--- config.mk ---
export PLATFORM = sky130hd
export DESIGN_NAME = aes_rom_fetch_ctrl
export DESIGN_NICKNAME = d
export VERILOG_FILES = /design/src/rtl/aes_rom_fetch_ctrl_pkg.sv /design/src/rtl/aes_rom_fetch_ctrl.sv
export SDC_FILE = /design/constraint.sdc
export NUM_CORES = 1
export LEC_CHECK = 0
export CORE_AREA = 2 2 207 209
export CTS_BUF_LIST = sky130_fd_sc_hd__clkbuf_16
export DETAILED_ROUTE_END_ITERATION = 8
export DIE_AREA = 0 0 209 211
export PLACE_DENSITY = 0.54
export SLEW_MARGIN = 5
export SYNTH_ARGS = -nofsm -noshare
export SYNTH_HDL_FRONTEND = slang
export SYNTH_SLANG_ARGS = --single-unit
export TNS_END_PERCENT = 20
--- constraint.sdc ---
create_clock -name clk_i -period 1.95 [get_ports clk_i]
set_input_delay 0.39 -clock clk_i [delete_from_list [all_inputs] [get_ports clk_i]]
set_output_delay 0.39 -clock clk_i [all_outputs]
set_load 0.005 [all_outputs]
--- src/rtl/aes_rom_fetch_ctrl_pkg.sv ---
// Shared definitions for the plaintext/key ROM fetch sequencer: width defines and FSM state encoding.
// The optional FETCH_LOOP_EN macro (used by the top) makes runs wrap continuously instead of stopping.
`ifndef ADDR_WIDTH
`define ADDR_WIDTH 4
`endif
`ifndef TEXT_WIDTH
`define TEXT_WIDTH 128
`endif
`ifndef KEY_WIDTH
`define KEY_WIDTH 128
`endif
`ifndef MEMORY_SIZE
`define MEMORY_SIZE 4
`endif

package aes_rom_fetch_ctrl_pkg;
  localparam logic [2:0] ST_IDLE  = 3'd0;
  localparam logic [2:0] ST_ADDR  = 3'd1;
  localparam logic [2:0] ST_WAIT  = 3'd2;
  localparam logic [2:0] ST_VALID = 3'd3;
  localparam logic [2:0] ST_DONE  = 3'd4;

  localparam int ADDR_W_DEF     = `ADDR_WIDTH;
  localparam int TEXT_W_DEF     = `TEXT_WIDTH;
  localparam int KEY_W_DEF      = `KEY_WIDTH;
  localparam int NUM_BLOCKS_DEF = `MEMORY_SIZE;
endpackage

--- src/rtl/aes_rom_fetch_ctrl.sv ---
// Steps the ROM address through NUM_BLOCKS entries and hands each registered text/key to the AES core.
// Define FETCH_LOOP_EN to wrap back to address 0 after the last block instead of parking in DONE.
module aes_rom_fetch_ctrl
  import aes_rom_fetch_ctrl_pkg::*;
#(
  parameter int ADDR_W     = ADDR_W_DEF,
  parameter int TEXT_W     = TEXT_W_DEF,
  parameter int KEY_W      = KEY_W_DEF,
  parameter int NUM_BLOCKS = NUM_BLOCKS_DEF
) (
  input  logic              clk_i,
  input  logic              rst_n_i,
  input  logic              start_i,
  input  logic              abort_i,
  output logic [ADDR_W-1:0] pc_o,
  input  logic [TEXT_W-1:0] rom_text_i,
  input  logic [KEY_W-1:0]  rom_key_i,
  output logic [TEXT_W-1:0] text_o,
  output logic [KEY_W-1:0]  key_o,
  output logic              valid_o,
  input  logic              ready_i,
  output logic              busy_o,
  output logic              done_o,
  output logic [ADDR_W:0]   blk_cnt_o,
  output logic [2:0]        dbg_state_o
);
  // Handshake: text_o/key_o are stable while valid_o=1 and are consumed at the posedge where
  // valid_o & ready_i; ready_i is don't-care while valid_o=0; abort_i cancels a pending transfer.

  localparam logic [ADDR_W:0] NB_C = (ADDR_W+1)'(NUM_BLOCKS);

  logic [2:0]        state_q, state_d;
  logic [ADDR_W-1:0] pc_q, pc_d;
  logic [ADDR_W:0]   blk_cnt_q, blk_cnt_d;
  logic [TEXT_W-1:0] text_q, text_d;
  logic [KEY_W-1:0]  key_q, key_d;
  logic              valid_q, valid_d;
  logic              done_q, done_d;
  logic [ADDR_W:0]   blk_inc;
  logic              last_blk;

  assign blk_inc  = blk_cnt_q + 1'b1;
  assign last_blk = (blk_inc == NB_C);

  always_ff @(posedge clk_i or negedge rst_n_i) begin
    if (!rst_n_i) begin
      state_q   <= ST_IDLE;
      pc_q      <= '0;
      blk_cnt_q <= '0;
      text_q    <= '0;
      key_q     <= '0;
      valid_q   <= 1'b0;
      done_q    <= 1'b0;
    end else begin
      state_q   <= state_d;
      pc_q      <= pc_d;
      blk_cnt_q <= blk_cnt_d;
      text_q    <= text_d;
      key_q     <= key_d;
      valid_q   <= valid_d;
      done_q    <= done_d;
    end
  end

  always_comb begin
    state_d = state_q;
    if (abort_i) begin
      state_d = ST_IDLE;
    end else begin
      case (state_q)
        ST_IDLE, ST_DONE: if (start_i) state_d = ST_ADDR;
        ST_ADDR:          state_d = ST_WAIT;
        ST_WAIT:          state_d = ST_VALID;
        ST_VALID: begin
          if (ready_i) begin
`ifdef FETCH_LOOP_EN
            state_d = ST_ADDR;
`else
            state_d = last_blk ? ST_DONE : ST_ADDR;
`endif
          end
        end
        default:          state_d = ST_IDLE;
      endcase
    end
  end

  always_comb begin
    pc_d      = pc_q;
    blk_cnt_d = blk_cnt_q;
    text_d    = text_q;
    key_d     = key_q;
    valid_d   = valid_q;
`ifdef FETCH_LOOP_EN
    done_d    = 1'b0;  // single-cycle pulse per wrap
`else
    done_d    = done_q;
`endif
    if (abort_i) begin
      valid_d = 1'b0;
      done_d  = 1'b0;
    end else begin
      case (state_q)
        ST_IDLE, ST_DONE: begin
          if (start_i) begin
            pc_d      = '0;
            blk_cnt_d = '0;
            done_d    = 1'b0;
          end
        end
        ST_WAIT: begin
          text_d  = rom_text_i;
          key_d   = rom_key_i;
          valid_d = 1'b1;
        end
        ST_VALID: begin
          if (ready_i) begin
            valid_d   = 1'b0;
            blk_cnt_d = blk_inc;
            if (last_blk) begin
              done_d = 1'b1;
`ifdef FETCH_LOOP_EN
              pc_d      = '0;
              blk_cnt_d = '0;
`endif
            end else begin
              pc_d = pc_q + 1'b1;
            end
          end
        end
        default: ;
      endcase
    end
  end

  always_comb begin
    busy_o      = (state_q == ST_ADDR) || (state_q == ST_WAIT) || (state_q == ST_VALID);
    pc_o        = pc_q;
    blk_cnt_o   = blk_cnt_q;
    text_o      = text_q;
    key_o       = key_q;
    valid_o     = valid_q;
    done_o      = done_q;
    dbg_state_o = state_q;
  end
endmodule

==> flow_summary.yaml, run 1 <==
global_route:
  antenna_found_initial: 1
  grt.total_usage_pct: 14.61
  grt_start_max_net_pins: 51
  overflow: 0
  grt_pass1_vias: 7648
  grt_first_pass_wirelength_um: 48850
power_and_ir_drop:
  cellLeakagePower_nw: 7.302
  peakVddDrop_mv: 0.5656
  powerDensity_mw_per_mm2: 1291
setup_path:
  cp-start-kind: "flop"
  slowest_delay_ns: 0.56
  path_buf_inv: 1
  cp_data_required_time_ns: 1.56
  crit_arrival_ns: 1.49
  r2r_end: "key_o[94]$_DFFE_PN0P_"
  rr_worst_depth: 5
  reg2reg_slack_ns: 0.17
  worstSetupEndpointType: "output port"
  rr_startpoint: "dbg_state_o[0]$_DFFE_PN0P_"
  crit_fanout: 6
  cp_cell_sequence: "clkdlybuf4s50_1"
  criticalPathCategory: "flop to output port"
  path_delay_family: "buffers and inverters"
  crit_slowest_cell: "clkdlybuf4s50_1"
sta:
  finalCriticalPeriod_ns: 1.880
  rsz0062_at_grt: "false"
  max_freq_ghz: 0.5320
  timing.final.hold_violations: 0
  max-slew-margin-rel_pct: 73.57
  post-route-period-util_pct: 96.40
  setup_viol: 0
  tightestPinTransition_ns: 0.3964
  drv_slew: 0
  fin_skew_ns: 0.01251
layout:
  final_nets: 1454
  stdcell_count: 1754
  finalInstanceArea_mm2: 0.01756
  layout_common_cells: "521 x clkdlybuf4s50_1, 266 x dfrtp_1, 210 x mux2_2, 47 x mux2_1, 37 x clkbuf_16"
  area_delta_synth_final_pct: 70.78
  post-route-util_pct: 42.05
  final_common_cell: "clkdlybuf4s50_1"
  drive_above_1_share_pct: 24.96
placement:
  postPlaceCellArea_mm2: 0.01647
  io_buffers: 531
  hpwl_um: 25500
  gp_congestion: 0.7563
  placed_cells: 1692
floorplan:
  initial_core_util_pct: 24.62
  chipWidth_um: 209
  rows: 75
  io_pins: 532
  core_mm2: 0.04176
  dieArea_mm2: 0.04410
  fp.dieH_um: 211
logic_synthesis:
  yosysUniqueCellTypes: 35
  synth-seq-cells: 270
  syn_avg_cell_area_um2: 16.83
  syn-num-nets: 874
  synthesis.area_mm2: 0.01028
  yosysSeqAreaShare_pct: 65.71
  yosysWarningCount: 0
  netlist_instances: 611
routing:
  wl_per_cell_um: 18.76
  drtIter0Drc: 215
  dr.pass1.iters: 4
  ant_nets: 0
  wl_um: 32900
  viasPerCell: 4.194
  vias: 7356
  drc_errors: 0
worst_hold_path:
  hp-class: "input port to asynchronous set/reset pin"
clocking:
  clk_pin_slew_ns: 0.05
  tritoncts: "done"
  root_buffer: "clkbuf_16"
  cts_max_path_buffers: 3
  clk_latency_ns: 0.53
  htree_num_levels: 2
  cts.sinks: 270
  cts_made_buffers: 34
job:
  max-cap-violations: 0
status:
  outcome: "finished, final reports clean"
==> kinds of logic after synthesis <==
family | count (synthesis) | share of synthesized area [%]
buffers and inverters | 31 | 2.713
and+or+nand+nor | 30 | 1.692
muxes | 257 | 28.15
DFF | 270 | 65.71
xor gates and xnor gates | 3 | 0.2556
adders and majority gates | 2 | 0.2433
AOI/OAI and AO/OA | 18 | 1.241
==> cell usage after synthesis, drive strengths merged <==
library cell,n,area (um^2)
a21o,1,7.510
a21oi,3,15.01
a22o,2,20.02
a32oi,1,8.760
and3,1,6.260
and4b,1,10.01
buf,29,271.5
dfrtp,270,6756
ha,2,25.02
inv,2,7.510
mux2,257,2894
nand2,7,26.28
nand2b,1,6.260
nand3,4,20.02
nand3b,1,7.510
nand4,2,12.51
nor2,5,18.77
nor2b,1,6.260
nor3,2,15.01
nor3b,2,20.02
nor4b,1,8.760
o211a,1,10.01
o211ai,1,7.510
o21ai,6,30.03
o21bai,1,7.510
o221ai,1,15.01
o22ai,1,6.260
or3,1,6.260
or4b,1,10.01
xor2,3,26.28
==> per-layer routing <==
layer | vias up | global-route usage, % | routed length [um]
met5 | - | 0 | 0
met3 | 47 | 5.144 | 2460
met4 | 0 | 4.507 | 666
met1 | 3680 | 16.64 | 12560
li1 | 3366 | - | -
met2 | 263 | 25.71 | 17220
==> worst max-delay path by stage <==
| stage | cells past startpoint | end | startpoint | slack, ns |
|---|---|---|---|---|
| 2_1_floorplan | 5 | pc_o[3]$_DFFE_PN0P_ | blk_cnt_o[0]$_DFFE_PN0P_ | 0.35 |
| 3_3_place_gp | 5 | text_o[28]$_DFFE_PN0P_ | abort_i | -0.14 |
| 3_5_place_dp | 5 | key_o[94]$_DFFE_PN0P_ | abort_i | -0.17 |
| 4_1_cts | 1 | blk_cnt_o[4] | blk_cnt_o[4]$_DFFE_PN0P_ | 0.003 |
| 5_1_grt | 1 | blk_cnt_o[3] | blk_cnt_o[3]$_DFFE_PN0P_ | 0.002 |
| 6_report | 1 | blk_cnt_o[3] | blk_cnt_o[3]$_DFFE_PN0P_ | 0.07 |
==> where the power goes <==
part / total, W / switching, W / internal [W]
clock network: 0.00588 / 0.00236 / 0.00352
registers: 0.00883 / 0.00107 / 0.00776
logic: 0.00796 / 0.00236 / 0.00560
==> repair_timing <==
action | in CTS | in global routing
endpoints found under the setup margin | 5 | 7
buffers inserted | 1 | 0
resized for setup | 7 | 7
hold buffers | 1 | 0
endpoints found under the hold margin | 35 | 0
==> stage by stage <==
step	TNS (ns)	setup WS, ns	hold WS (ns)	power [W]
after floorplan	0	0.3488	0.09441	0.01106
after global placement	-26.29	-0.1355	0.3192	0.01692
after detailed placement	-30.72	-0.1670	0.3211	0.01705
after CTS	0	0.002764	0.3267	0.02316
after global routing	0	0.001995	0.3567	0.02394
final	0	0.07030	0.3552	0.02267
==> cell type report <==
| class | count | area, um^2 |
|---|---|---|
| well taps | 539 | 674.4 |
| clock buffers | 37 | 925.9 |
| diodes | 1 | 2.502 |
| flip-flops and latches | 270 | 6761 |
| repair buffers | 573 | 5816 |
| multi-input cells | 310 | 3253 |
| inverters | 2 | 7.507 |
| fillers | 3909 | 24200 |
| clock inverters | 22 | 120.1 |
==> sequential cells by signal, summed over array words and instances, names as in the netlist <==
register and cells:
text_o 128, done_o 1, key_o 128, pc_o 4, blk_cnt_o 5, dbg_state_o 3, valid_o 1
Power figures use the tool's default switching activity.
==> run 2: changes to the inputs <==
--- a/config.mk
+++ b/config.mk
@@ -9,7 +9,7 @@
 export CTS_BUF_LIST = sky130_fd_sc_hd__clkbuf_16
 export DETAILED_ROUTE_END_ITERATION = 8
 export DIE_AREA = 0 0 209 211
-export PLACE_DENSITY = 0.54
+export GPL_TIMING_DRIVEN = 0
 export SLEW_MARGIN = 5
 export SYNTH_ARGS = -nofsm -noshare
 export SYNTH_HDL_FRONTEND = slang
==> run 2 against run 1 <==
Routed wire length shrank 4.2%. First-iteration DRC count decreased by 23%. Cell area shrank 0.89%. Clock skew grew 0.011 ns. Largest power group unchanged. Non-clock buffer count is 6 lower. Critical path depth unchanged. Via count is 1.0% lower. Cell count fell by 0.63%.
==> flow_summary.yaml, run 2 (synthesized netlist as in run 1, its figures left out) <==
status:
  outcome: "finished, final reports clean"
power_and_ir_drop:
  powerDensity_mw_per_mm2: 1271
  cellLeakagePower_nw: 7.173
  peakVddDrop_mv: 0.7886
routing:
  viasPerCell: 4.178
  vias: 7282
  wl_um: 31520
  ant_nets: 0
  drc_errors: 0
  wl_per_cell_um: 18.08
  dr.pass1.iters: 4
  drtIter0Drc: 166
global_route:
  grt_pass1_vias: 7788
  grt.total_usage_pct: 13.78
  antenna_found_initial: 0
  overflow: 0
  grt_first_pass_wirelength_um: 47340
  grt_start_max_net_pins: 102
clocking:
  clk_pin_slew_ns: 0.06
  root_buffer: "clkbuf_16"
  cts.sinks: 270
  htree_num_levels: 1
  cts_max_path_buffers: 3
  tritoncts: "done"
  clk_latency_ns: 0.57
  cts_made_buffers: 31
floorplan:
  initial_core_util_pct: 24.62
  rows: 75
  chipWidth_um: 209
  io_pins: 532
  fp.dieH_um: 211
  core_mm2: 0.04176
  dieArea_mm2: 0.04410
setup_path:
  criticalPathCategory: "flop to output port"
  crit_slowest_cell: "clkdlybuf4s50_1"
  cp-start-kind: "flop"
  crit_fanout: 2
  reg2reg_slack_ns: 0.08
  path_delay_family: "buffers and inverters"
  r2r_end: "text_o[86]$_DFFE_PN0P_"
  slowest_delay_ns: 0.54
  cp_cell_sequence: "clkdlybuf4s50_1"
  cp_data_required_time_ns: 1.56
  path_buf_inv: 1
  worstSetupEndpointType: "output port"
  rr_startpoint: "dbg_state_o[2]$_DFFE_PN0P_"
  rr_worst_depth: 6
  crit_arrival_ns: 1.49
placement:
  gp_congestion: 0.7362
  placed_cells: 1683
  postPlaceCellArea_mm2: 0.01633
  hpwl_um: 24080
  dp_slack_ns: -0.7175
  io_buffers: 531
layout:
  diodes: 0
  final_common_cell: "clkdlybuf4s50_1"
  layout_common_cells: "517 x clkdlybuf4s50_1, 267 x dfrtp_1, 210 x mux2_2, 47 x mux2_1, 31 x clkbuf_16"
  finalInstanceArea_mm2: 0.01740
  stdcell_count: 1743
  final_nets: 1445
  area_delta_synth_final_pct: 69.26
  drive_above_1_share_pct: 25.00
sta:
  post-route-period-util_pct: 96.20
  setup_viol: 0
  final.setup.tns_ns: 0
  max_freq_ghz: 0.5331
  worst_slack_ns: 0.07413
  tightestPinTransition_ns: 0.6014
  rsz0062_at_grt: "true"
  fin_skew_ns: 0.02389
  finalCriticalPeriod_ns: 1.876
  timing.final.hold_violations: 0
  drv_slew: 0
  max-slew-margin-rel_pct: 59.48
worst_hold_path:
  hp-class: "input port to asynchronous set/reset pin"
job:
  max-cap-violations: 0
==> run 2: layout make-up <==
type,instances,area (um^2)
Multi-Input combinational cell,310,3269
Clock inverter,24,163.9
Sequential cell,270,6760
Tap cell,539,674.4
Inverter,2,7.507
Buffer,29,341.6
Fill cell,3886,24350
Timing Repair Buffer,538,5411
Clock buffer,31,775.7
==> run 2: how the worst max path moves through the flow <==
stage / start / end / slack, ns / depth (start not counted)
final: key_o[105]$_DFFE_PN0P_ / key_o[105] / 0.07 / 1
after global routing: dbg_state_o[2]$_DFFE_PN0P_ / text_o[84]$_DFFE_PN0P_ / -0.005 / 6
after detailed placement: abort_i / key_o[11]$_DFFE_PN0P_ / -0.72 / 5
after CTS: dbg_state_o[0]$_DFFE_PN0P_ / busy_o / 0.0004 / 4
after floorplan: blk_cnt_o[0]$_DFFE_PN0P_ / pc_o[3]$_DFFE_PN0P_ / 0.35 / 5
after global placement: rst_n_i / key_o[37]$_DFFE_PN0P_ / -11.72 / 1
==> run 2: per-layer routing <==
metal / vias to the layer above / GRT usage (%) / wire length [um]
met5: - / 0 / 0
met4: 0 / 4.433 / 720
met3: 44 / 3.271 / 2041
met2: 261 / 25.39 / 16810
met1: 3656 / 15.68 / 11950
li1: 3321 / - / -
==> run 2: power breakdown <==
group / leakage (nW) / internal (W) / switching [W]
Clock: 0.476 / 0.00312 / 0.00233
Sequential: 3.21 / 0.00775 / 0.00106
Combinational: 3.48 / 0.00558 / 0.00227
==> run 2: per-stage QoR <==
step | utilization [%] | total power [W] | hold slack [ns]
floorplan | - | 0.01106 | 0.09441
global placement | 38.97 | 0.01678 | 0.4664
detailed placement | 39.11 | 0.01689 | 0.4304
CTS | 41.63 | 0.02255 | 0.3750
global route | 41.68 | 0.02338 | 0.3864
finish | 41.68 | 0.02213 | 0.4129
==> run 2: what timing repair did <==
item / CTS / global route
buffers inserted: 4 / 0
endpoints found under the setup margin: 268 / 28
hold buffers: 1 / 0
gates resized for setup: 33 / 7
pin swaps: 1 / 0
endpoints found under the hold margin: 76 / 0
